[config.mk]
export PLATFORM = sky130hd
export DESIGN_NAME = xpt_sequencer_flat
export DESIGN_NICKNAME = d
export VERILOG_FILES = /design/src/rtl/xpt_if.sv /design/src/rtl/xpt_sequencer.sv /design/src/flat_wrapper.sv
export SDC_FILE = /design/constraint.sdc
export NUM_CORES = 1
export LEC_CHECK = 0
export CAP_MARGIN = 20
export CELL_PAD_IN_SITES_DETAIL_PLACEMENT = 1
export CELL_PAD_IN_SITES_GLOBAL_PLACEMENT = 1
export CORE_MARGIN = 8
export CORE_UTILIZATION = 36
export DETAILED_ROUTE_END_ITERATION = 8
export PLACE_DENSITY = 0.8
export SLEW_MARGIN = 10
export SYNTH_ARGS = -nofsm -noshare
export SYNTH_HDL_FRONTEND = slang
export SYNTH_SLANG_ARGS = --single-unit
[constraint.sdc]
create_clock -name clk -period 3.5 [get_ports clk]
set_clock_uncertainty 0.1 [all_clocks]
set_input_delay 0.35 -clock clk [delete_from_list [all_inputs] [get_ports clk]]
set_output_delay 0.35 -clock clk [all_outputs]
set_load 0.01 [all_outputs]
[src/rtl/xpt_if.sv]
// xpt_if: decoder <-> execution-phase timer signal bundle.
//   master : op decoder side; drives pr_reset_xpt, pc_r1, mem_wait, clear_fault
//            and observes the timer outputs.
//   slave  : xpt_sequencer side; the mirror image.
//   pr_reset_xpt  end-of-instruction from a decoder, XPT returns to 0
//   pc_r1         decoder is in the memory read-data phase
//   mem_wait      memory not ready, only meaningful while pc_r1 is high
//   clear_fault   clears the sticky fault flags
//   xpt/not_xpt   current phase and its complement, both registered
//   stalled       combinational, high while the current cycle is a wait state
//   instr_start   registered, high in the cycle where xpt == 0
//   overrun       sticky, timer reached its terminal value with no reset
//   bus_timeout   sticky, a wait state was force-ended
interface xpt_if #(
  parameter int XPT_W = 5
);
  logic             pr_reset_xpt;
  logic             pc_r1;
  logic             mem_wait;
  logic             clear_fault;
  logic [XPT_W-1:0] xpt;
  logic [XPT_W-1:0] not_xpt;
  logic             stalled;
  logic             instr_start;
  logic             overrun;
  logic             bus_timeout;

  modport master (
    output pr_reset_xpt, pc_r1, mem_wait, clear_fault,
    input  xpt, not_xpt, stalled, instr_start, overrun, bus_timeout
  );

  modport slave (
    input  pr_reset_xpt, pc_r1, mem_wait, clear_fault,
    output xpt, not_xpt, stalled, instr_start, overrun, bus_timeout
  );
endinterface

[src/rtl/xpt_sequencer.sv]
// xpt_sequencer: execution-phase timer shared by all op decoders.
// Advances xpt one step per clock, returns it to 0 on pr_reset_xpt, inserts
// memory wait states during the read-data phase and flags sticky faults.
//   clk    core clock, all state changes on the rising edge
//   reset  synchronous, active-high
//   bus    xpt_if slave modport (decoder handshake and timer outputs)
module xpt_sequencer #(
  parameter int XPT_W    = 5,
  parameter int XPT_MAX  = 31,
  parameter int WAIT_MAX = 15,
  parameter int WAIT_W   = 4
) (
  input  logic  clk,
  input  logic  reset,
  xpt_if.slave  bus
);

  localparam logic [XPT_W-1:0]  XPT_TOP  = XPT_W'(XPT_MAX);
  localparam logic [WAIT_W-1:0] WAIT_TOP = WAIT_W'(WAIT_MAX);

  logic [XPT_W-1:0]  xpt_q;
  logic [XPT_W-1:0]  not_xpt_q;
  logic [WAIT_W-1:0] wcnt_q;
  logic              instr_start_q;
  logic              overrun_q;
  logic              bus_timeout_q;

  logic              wait_req;
  logic              stall;
  logic              timeout;
  logic              at_top;
  logic [XPT_W-1:0]  xpt_nxt;
  logic [WAIT_W-1:0] wcnt_nxt;
  logic              set_ovr;
  logic              set_bto;

  always_comb begin
    wait_req = bus.pc_r1 & bus.mem_wait;
    stall    = wait_req & (wcnt_q != WAIT_TOP);
    timeout  = wait_req & (wcnt_q == WAIT_TOP);
    at_top   = (xpt_q == XPT_TOP);
    xpt_nxt  = xpt_q;
    wcnt_nxt = '0;
    set_ovr  = 1'b0;
    set_bto  = 1'b0;
    if (bus.pr_reset_xpt) begin
      xpt_nxt = '0;
    end else if (stall) begin
      wcnt_nxt = wcnt_q + 1'b1;
    end else if (timeout) begin
      set_bto = 1'b1;
      // A forced wait end at the terminal phase must not wrap the timer.
      if (at_top) set_ovr = 1'b1;
      else        xpt_nxt = xpt_q + 1'b1;
    end else if (at_top) begin
      set_ovr = 1'b1;
    end else begin
      xpt_nxt = xpt_q + 1'b1;
    end
  end

  always_ff @(posedge clk) begin
    if (reset) begin
      xpt_q         <= '0;
      not_xpt_q     <= '1;
      wcnt_q        <= '0;
      instr_start_q <= 1'b1;
      overrun_q     <= 1'b0;
      bus_timeout_q <= 1'b0;
    end else begin
      xpt_q         <= xpt_nxt;
      not_xpt_q     <= ~xpt_nxt;
      wcnt_q        <= wcnt_nxt;
      instr_start_q <= (xpt_nxt == '0);
      // A set event in the same cycle outranks clear_fault.
      overrun_q     <= set_ovr | (overrun_q & ~bus.clear_fault);
      bus_timeout_q <= set_bto | (bus_timeout_q & ~bus.clear_fault);
    end
  end

  assign bus.xpt         = xpt_q;
  assign bus.not_xpt     = not_xpt_q;
  assign bus.stalled     = stall;
  assign bus.instr_start = instr_start_q;
  assign bus.overrun     = overrun_q;
  assign bus.bus_timeout = bus_timeout_q;

endmodule

[src/flat_wrapper.sv]
// flat-port wrapper written by rule: the top's interface ports become plain ports
module xpt_sequencer_flat 
#(
  parameter int XPT_W    = 5,
  parameter int XPT_MAX  = 31,
  parameter int WAIT_MAX = 15,
  parameter int WAIT_W   = 4
)
  (clk, reset, bus_pr_reset_xpt, bus_pc_r1, bus_mem_wait, bus_clear_fault, bus_xpt, bus_not_xpt, bus_stalled, bus_instr_start, bus_overrun, bus_bus_timeout);
  xpt_if #(.XPT_W(XPT_W)) bus_i ();
  input  logic clk;
  input  logic reset;
  input wire logic [$bits(bus_i.pr_reset_xpt)-1:0] bus_pr_reset_xpt;
  input wire logic [$bits(bus_i.pc_r1)-1:0] bus_pc_r1;
  input wire logic [$bits(bus_i.mem_wait)-1:0] bus_mem_wait;
  input wire logic [$bits(bus_i.clear_fault)-1:0] bus_clear_fault;
  output wire logic [$bits(bus_i.xpt)-1:0] bus_xpt;
  output wire logic [$bits(bus_i.not_xpt)-1:0] bus_not_xpt;
  output wire logic [$bits(bus_i.stalled)-1:0] bus_stalled;
  output wire logic [$bits(bus_i.instr_start)-1:0] bus_instr_start;
  output wire logic [$bits(bus_i.overrun)-1:0] bus_overrun;
  output wire logic [$bits(bus_i.bus_timeout)-1:0] bus_bus_timeout;
  assign bus_i.pr_reset_xpt = bus_pr_reset_xpt;
  assign bus_i.pc_r1 = bus_pc_r1;
  assign bus_i.mem_wait = bus_mem_wait;
  assign bus_i.clear_fault = bus_clear_fault;
  assign bus_xpt = bus_i.xpt;
  assign bus_not_xpt = bus_i.not_xpt;
  assign bus_stalled = bus_i.stalled;
  assign bus_instr_start = bus_i.instr_start;
  assign bus_overrun = bus_i.overrun;
  assign bus_bus_timeout = bus_i.bus_timeout;
  xpt_sequencer #(.XPT_W(XPT_W), .XPT_MAX(XPT_MAX), .WAIT_MAX(WAIT_MAX), .WAIT_W(WAIT_W)) u_core (.clk(clk), .reset(reset), .bus(bus_i));
endmodule
==> results of run 1 <==
[stage by stage]
| stage | hold slack [ns] | cells | utilization |
|---|---|---|---|
| global route | 0.386 | 117 | 0.500 |
| finish | 0.351 | 117 | 0.500 |
| detailed placement | 0.347 | 113 | 0.486 |
| CTS | 0.362 | 117 | 0.500 |
| floorplan | 0.317 | 68 | - |
| global placement | 0.329 | 113 | 0.486 |
[final cells by class]
cell class,instances,area [sq um]
flip-flops and latches,17,340
clock inverters,1,5.00
well taps,27,33.8
multi-input cells,50,359
clock buffers,3,22.5
repair buffers,19,190
fillers,225,951
[layout by cell type (no fill, tap or decap), drive strengths merged, types with 2 or more instances in the layout]
| cell | instances |
|---|---|
| nand2b | 3 |
| and3 | 3 |
| o21ai | 2 |
| mux2i | 2 |
| o31a | 2 |
| xor2 | 2 |
| nand2 | 7 |
| nor2 | 9 |
| dfxtp | 17 |
| clkdlybuf4s50 | 19 |
| ha | 2 |
| nand3 | 2 |
| clkbuf | 3 |
[layer usage]
metal  up-vias  wire (microns)  share of wire
met3         4             123          0.080
met2        17             681           0.44
li1        284               -              -
met1       262             686           0.45
met5         -               0              0
met4         0              48          0.031
[registers in the layout, indices dropped and copies added (netlist names)]
name / flops
u_core.bus.instr_start: 1
u_core.bus.not_xpt: 5
u_core.bus.overrun: 1
u_core.wcnt_q: 4
u_core.bus.bus_timeout: 1
u_core.bus.xpt: 5
[how the worst max path moves through the flow]
stage	cells after the start	to	slack, ns
floorplan	5	u_core.bus.instr_start$_SDFF_PP1_	1.84
global placement	4	bus_stalled	1.37
detailed placement	4	bus_stalled	1.35
CTS	4	bus_stalled	1.25
global route	4	bus_stalled	1.17
finish	4	bus_stalled	1.28
[power breakdown]
group | internal, mW | switching (mW) | leakage (nW)
sequential | 0.197 | 0.00271 | 0.138
combinational | 0.0184 | 0.0149 | 0.206
clock | 0.0424 | 0.0596 | 0.0177
[logic make-up (layout without fill, tap and decap cells)]
| kind of cell | count (synthesis) | in the layout | share of synthesized area |
|---|---|---|---|
| xor gates and xnor gates | 3 | 3 | 0.0373 |
| buffers and inverters | 1 | 23 | 0.00710 |
| muxes | 3 | 3 | 0.0497 |
| AOI/OAI and AO/OA | 10 | 10 | 0.126 |
| DFF | 17 | 17 | 0.483 |
| adders and majority gates | 2 | 2 | 0.0355 |
| and+or+nand+nor | 32 | 32 | 0.261 |
==> flow_summary.yaml, run 1 <==
status:
  status: "finished, final reports clean"
yosys:
  synthTopCellsByCount: "dfxtp_1, nor2_1, nand2_1"
  yosysTopAreaCellShare: 0.483
  synth_edf_count: 0
  synthArstFlopShare: 0
  syn_inst: 68
  synth-seq-cells: 17
  synth.largest_area_cell: "dfxtp_1"
  syn_nets: 76
  synthFlopType: "dfxtp_1"
  syn_avg_cell_area_sq_um: 10.4
  syn_area_sq_um: 704
  ys_warn_count: 0
  ys_top_cells_by_area: "dfxtp_1, nor2_1, ha_1"
  ys_types: 33
  ys_seq_area_frac: 0.483
  yosysMostFrequentCell: "dfxtp_1"
drt:
  postRouteAntennaNets: 0
  drt-total-wl_microns: 1540
  avgRoutedWirePerCell_microns: 13.2
  drtIter0Drc: 5
  drc: 0
  vias_per_cell: 4.85
  first_pass_iters: 4
  dr_total_vias: 567
timing:
  fin_crit_ns: 2.22
  fin_crit_sh: 0.635
  relSlewSlack: 0.560
  setup_viol: 0
  fmax_mhz: 450
  report.final.slew_viol_count: 0
  rsz0062_at_grt: "false"
  hold_viol: 0
  setup_ws_ns: 1.28
  tns_ns: 0
  worstMarginPinSlew_ns: 0.657
global_routing:
  gr-usage-met2: 0.143
  antenna_found_initial: 0
  gr-total-overflow: 0
  grt_start_max_net_pins: 12
  grt.total_usage: 0.0895
  busiest_layer: "met2"
  grtUsageMet3: 0.0280
  grt_pass1_vias: 569
  grt_pass1_wl_microns: 2430
  use_met1: 0.0978
worst_setup_path:
  crit_type: "reg -> out"
  max_stage_delay_ns: 0.57
  r2r_slack_ns: 1.74
  setup.worst_path.start: "u_core.wcnt_q[0]$_SDFF_PP0_"
  critPathSlowestCell: "clkdlybuf4s50_1"
  critPathBufInv: 1
  critPathMaxFanout: 7
  crit_arrival_ns: 1.77
  r2r_cells: 5
  critical-path-top-delay-family: "buffers and inverters"
  timing.rr.end: "u_core.bus.instr_start$_SDFF_PP1_"
  start_kind: "register"
  end_kind: "primary output"
  worstPathCellList: "ha_1 -> and3_4 -> nor2_4 -> clkdlybuf4s50_1"
  critPathRequiredTime_ns: 3.05
  r2r-start: "u_core.wcnt_q[0]$_SDFF_PP0_"
finish:
  final_area_sq_um: 951
  nets: 99
  drive_gt1_frac: 0.167
  syn2layout_area_growth_pct: 35.0
  n_antenna_cell: 0
power:
  peakVddDrop_v: 0.000231
  power.density_mw_per_mm2: 352
  power.leakage_nw: 0.361
  power_mw: 0.335
die:
  die_area_sq_mm: 0.00363
  core_area_sq_mm: 0.00190
  rows: 16
  start_util: 0.370
  die_h_microns: 60.2
  fp.dieW_microns: 60.2
  ios: 20
clock_network:
  htreeDepth: 1
  clkSlewWorstSetupHoldPaths_ns: 0.09
  holdBufCountCts: 0
  clock_path_buffers: 2
  cts_sinks: 17
  cts_setup_buffers: 0
  post_cts_resized: 0
  cts_buffers: 3
  clk_latency_ns: 0.29
  cts_tree: "built"
  ctsRootBufferMaster: "clkbuf_4"
worst_hold_path:
  whs_endpoint: "u_core.wcnt_q[0]$_SDFF_PP0_"
  hold_class: "reg -> reg"
  hold_start: "u_core.wcnt_q[0]$_SDFF_PP0_"
  hold_depth: 1
placement:
  place_area_sq_um: 923
  io_buffers: 19
  gp_congestion: 0.776
  dp_slack_ns: 1.35
  dpl.hpwl_microns: 1220
job:
  cap_violations: 0
(Power assumes the default switching activity.)
==> run 2: changes to the inputs <==
--- a/config.mk
+++ b/config.mk
@@ -9,9 +9,9 @@
 export CELL_PAD_IN_SITES_DETAIL_PLACEMENT = 1
 export CELL_PAD_IN_SITES_GLOBAL_PLACEMENT = 1
 export CORE_MARGIN = 8
-export CORE_UTILIZATION = 36
+export CORE_UTILIZATION = 30
 export DETAILED_ROUTE_END_ITERATION = 8
-export PLACE_DENSITY = 0.8
+export PLACE_DENSITY = 0.72
 export SLEW_MARGIN = 10
 export SYNTH_ARGS = -nofsm -noshare
 export SYNTH_HDL_FRONTEND = slang
==> constraint.sdc (replaced) <==
create_clock -name clk -period 1.79 [get_ports clk]
set_clock_uncertainty 0.1 [all_clocks]
set_input_delay 0.179 -clock clk [delete_from_list [all_inputs] [get_ports clk]]
set_output_delay 0.179 -clock clk [all_outputs]
set_load 0.01 [all_outputs]
==> flow_summary.yaml, run 2 (synthesis results as in run 1) <==
status:
  status: "finished, final reports clean"
finish:
  nets: 103
  syn2layout_area_growth_pct: 42.8
  final_cell_mix: "clkdlybuf4s50_1, dfxtp_1, nor2_1"
  layout_commonest_cell: "clkdlybuf4s50_1"
  drive_gt1_frac: 0.266
  nFillCells: 256
  fin_util: 0.455
  n_antenna_cell: 0
  fin_cells: 122
timing:
  report.final.slew_viol_count: 0
  setup_viol: 0
  relSlewSlack: 0.819
  worstMarginPinSlew_ns: 0.271
  fmax_mhz: 574
  fin_crit_ns: 1.74
  rsz0062_at_grt: "true"
  hold_viol: 0
  hold_slack_ns: 0.360
  setup_ws_ns: 0.0488
  fin_crit_sh: 0.973
worst_hold_path:
  hold_class: "reg -> reg"
die:
  rows: 17
  core_area_sq_mm: 0.00221
  ios: 20
  fp.dieW_microns: 64.5
  die_h_microns: 64.5
  start_util: 0.318
  die_area_sq_mm: 0.00415
global_routing:
  grt_start_max_net_pins: 12
  antenna_found_initial: 0
  grt.total_usage: 0.0837
  gr-total-overflow: 0
  grt_pass1_wl_microns: 2760
  grt_pass1_vias: 595
worst_setup_path:
  critPathRequiredTime_ns: 1.89
  end_kind: "register"
  critPathMaxFanout: 6
  crit_arrival_ns: 1.84
  start_kind: "register"
  r2r_slack_ns: 0.05
  crit_type: "reg -> reg"
drt:
  avgRoutedWirePerCell_microns: 13.9
  drt-total-wl_microns: 1700
  drc: 0
  first_pass_iters: 3
  drtIter0Drc: 5
  postRouteAntennaNets: 0
  dr_total_vias: 594
  vias_per_cell: 4.87
placement:
  io_buffers: 19
  dp_slack_ns: -0.0515
  dp_cells: 117
  gp_congestion: 0.770
  dpl.hpwl_microns: 1320
clock_network:
  htreeDepth: 1
  clock_path_buffers: 2
  clkSlewWorstSetupHoldPaths_ns: 0.10
  cts_sinks: 17
  cts_tree: "built"
  cts_buffers: 3
  ctsRootBufferMaster: "clkbuf_4"
  clk_latency_ns: 0.30
power:
  peakVddDrop_v: 0.000454
  power.density_mw_per_mm2: 669
  power.leakage_nw: 0.381
job:
  cap_violations: 0
[run 2: area by class of cell]
class | count | area [sq um] | area share
clock buffer | 3 | 22.5 | 0.0224
clock inverter | 1 | 5.00 | 0.00498
multi-input combinational | 50 | 385 | 0.383
sequential | 17 | 343 | 0.341
tap | 28 | 35.0 | 0.0348
timing repair buffer | 23 | 215 | 0.214
[run 2: critical path: stages, from the launching register on]
cell	delay [ns]
dfxtp_2	0.38
ha_4	0.15
and3_4	0.24
nor2_4	0.07
buf_4	0.13
or3b_1	0.38
and3_1	0.19
[run 2: timing repair]
| action | 4_1_cts | 5_1_grt |
|---|---|---|
| setup endpoints to repair | 2 | 4 |
| hold buffers | 0 | 0 |
| buffers inserted | 0 | 1 |
| resized for setup | 5 | 6 |
| pin swaps | 1 | 2 |
[run 2: through the flow]
stage	total power [mW]	area (sq um)	TNS (ns)
6_report	0.673	1010	0
3_5_place_dp	0.471	947	-0.0515
2_1_floorplan	0.431	704	0
4_1_cts	0.675	981	0
3_3_place_gp	0.468	947	-0.0210
5_1_grt	0.699	1010	-0.0248
[run 2: report_power, final]
group	switching, mW	leakage, nW	internal [mW]
sequential	0.00385	0.139	0.385
clock	0.126	0.0177	0.0832
combinational	0.0341	0.225	0.0418
[run 2: path summary, 6_finish.rpt]
path                                             startpoint                           end  cells after the start
worst min-delay path            u_core.wcnt_q[0]$_SDFF_PP0_   u_core.wcnt_q[0]$_SDFF_PP0_                      1
worst max-delay path            u_core.wcnt_q[0]$_SDFF_PP0_  u_core.bus.xpt[3]$_SDFF_PP0_                      6
worst max register to register  u_core.wcnt_q[0]$_SDFF_PP0_  u_core.bus.xpt[3]$_SDFF_PP0_                      6
worst min register to register  u_core.wcnt_q[0]$_SDFF_PP0_   u_core.wcnt_q[0]$_SDFF_PP0_                      1
[run 2: routing by layer]
| metal | part of all wire | global-route usage | routed length [microns] | vias to the layer above |
|---|---|---|---|---|
| li1 | - | - | - | 296 |
| met1 | 0.37 | 0.0822 | 633 | 283 |
| met2 | 0.54 | 0.145 | 924 | 13 |
| met3 | 0.073 | 0.0447 | 123 | 2 |
| met4 | 0.0083 | 0.0327 | 14 | 0 |
| met5 | 0 | 0 | 0 | - |
==> run 3: changes to the inputs <==
--- a/config.mk
+++ b/config.mk
@@ -11,6 +11,7 @@
 export CORE_MARGIN = 8
 export CORE_UTILIZATION = 30
 export DETAILED_ROUTE_END_ITERATION = 8
+export GPL_TIMING_DRIVEN = 0
 export PLACE_DENSITY = 0.72
 export SLEW_MARGIN = 10
 export SYNTH_ARGS = -nofsm -noshare
==> flow_summary.yaml, run 3 (synthesis results as in run 1) <==
worst_setup_path:
  r2r_cells: 5
  r2r_slack_ns: 0.08
  timing.rr.end: "u_core.bus.instr_start$_SDFF_PP1_"
  end_kind: "register"
  crit_type: "reg -> reg"
  critPathSlowestCell: "dfxtp_1"
  r2r-start: "u_core.wcnt_q[0]$_SDFF_PP0_"
  crit_arrival_ns: 1.81
  max_stage_delay_ns: 0.34
  critPathMaxFanout: 5
  worstPathCellList: "ha_1 -> and3_4 -> o21ai_2 -> mux2_4 -> o41ai_2"
  critPathRequiredTime_ns: 1.89
  start_kind: "register"
finish:
  fin_util: 0.433
  final_cell_mix: "clkdlybuf4s50_1, dfxtp_1, nor2_1"
  n_antenna_cell: 0
  drive_gt1_frac: 0.209
  syn2layout_area_growth_pct: 36.1
  layout_commonest_cell: "clkdlybuf4s50_1"
  nets: 100
  nFillCells: 261
drt:
  drt-met1-wl_microns: 656
  avgRoutedWirePerCell_microns: 12.9
  drt-total-wl_microns: 1530
  wl_met3_microns: 109
  wl_met2_microns: 752
  highest-signal-layer: "met4"
  drtIter0Drc: 7
  drc: 0
  postRouteAntennaNets: 0
  vias_per_cell: 4.72
  first_pass_iters: 4
  dr_total_vias: 562
timing:
  fin_crit_sh: 0.953
  hold_viol: 0
  setup_ws_ns: 0.0836
  setup_viol: 0
  fin_crit_ns: 1.71
  fmax_mhz: 586
  rsz0062_at_grt: "false"
  relSlewSlack: 0.830
  hold_slack_ns: 0.360
  report.final.slew_viol_count: 0
  worstMarginPinSlew_ns: 0.255
  tns_ns: 0
placement:
  dp_slack_ns: -0.0287
  dpl.hpwl_microns: 1200
  io_buffers: 19
  gp_congestion: 0.698
power:
  p_sw_frac: 0.226
  p_seq_frac: 0.596
  internal_power_mw: 0.507
  pwr-share-comb: 0.098
  switchingPower_mw: 0.148
  power.density_mw_per_mm2: 684
  clkPwrFrac: 0.306
  power.leakage_nw: 0.362
  peakVddDrop_v: 0.000346
die:
  rows: 17
  die_area_sq_mm: 0.00415
  ios: 20
  fp.dieW_microns: 64.5
  core_area_sq_mm: 0.00221
  die_h_microns: 64.5
  start_util: 0.318
clock_network:
  clkSlewWorstSetupHoldPaths_ns: 0.09
  cts_setup_buffers: 0
  cts_tree: "built"
  clock_path_buffers: 2
  cts_buffers: 3
  htreeDepth: 1
  post_cts_resized: 2
  ctsRootBufferMaster: "clkbuf_4"
  cts_sinks: 17
  holdBufCountCts: 0
  clk_latency_ns: 0.29
global_routing:
  grt_pass1_wl_microns: 2730
  antenna_found_initial: 0
  grt.total_usage: 0.0834
  grt_start_max_net_pins: 11
  grt_pass1_vias: 613
  gr-total-overflow: 0
worst_hold_path:
  hold_depth: 1
  whs_endpoint: "u_core.wcnt_q[0]$_SDFF_PP0_"
  hold_start: "u_core.wcnt_q[0]$_SDFF_PP0_"
  hold_class: "reg -> reg"
status:
  status: "finished, final reports clean"
job:
  cap_violations: 0
==> run 3: cell count changes in the layout (fill, tap and decap cells not counted), sizes merged <==
cell,change
buf,-4
clkbuf,+2
clkinv,-1
==> run 3: worst max-delay path: cells and delay by family (launching register included) <==
family                     cells  cell delay, ns
AOI/OAI and AO/OA              2            0.42
adders and majority gates      1            0.22
DFF                            1            0.34
muxes                          1            0.32
and+or+nand+nor                1            0.22
==> run 3: area by class of cell <==
cell class / instances / area, sq um / share of cell area
Multi-Input combinational cell: 50 / 365 / 0.381
Sequential cell: 17 / 342 / 0.356
Timing Repair Buffer: 19 / 185 / 0.193
Tap cell: 28 / 35.0 / 0.0366
Clock buffer: 4 / 26.3 / 0.0274
Buffer: 1 / 5.00 / 0.00522
==> run 3: routing by layer <==
layer / GRT usage / up-vias
met2: 0.130 / 12
met3: 0.0498 / 2
met1: 0.0903 / 262
met4: 0.0327 / 0
met5: 0 / -
li1: - / 286
==> run 3: worst max path at each step <==
stage / from / to / slack (ns) / depth (start not counted)
after floorplan: u_core.wcnt_q[0]$_SDFF_PP0_ / u_core.bus.instr_start$_SDFF_PP1_ / 0.13 / 5
after global placement: bus_pc_r1 / bus_stalled / -0.02 / 4
after detailed placement: bus_mem_wait / bus_stalled / -0.03 / 4
after CTS: u_core.wcnt_q[0]$_SDFF_PP0_ / bus_stalled / 0.003 / 4
after global routing: u_core.wcnt_q[0]$_SDFF_PP0_ / u_core.bus.overrun$_SDFF_PP0_ / 0.003 / 5
final: u_core.wcnt_q[0]$_SDFF_PP0_ / u_core.bus.instr_start$_SDFF_PP1_ / 0.08 / 5
==> run 3: power by group through the flow <==
stage                     sequential [mW]  clock [mW]  combinational [mW]
after floorplan                     0.401           0              0.0299
after global placement              0.398           0              0.0656
after detailed placement            0.399           0              0.0664
after CTS                           0.390       0.214              0.0662
after global routing                0.392       0.234              0.0715
final                               0.390       0.201              0.0644
==> run 3: through the flow <==
step | instance area, sq um | std cells | power, mW
global route | 958 | 119 | 0.697
global placement | 930 | 115 | 0.464
finish | 958 | 119 | 0.655
CTS | 956 | 119 | 0.670
floorplan | 704 | 68 | 0.431
detailed placement | 930 | 115 | 0.465
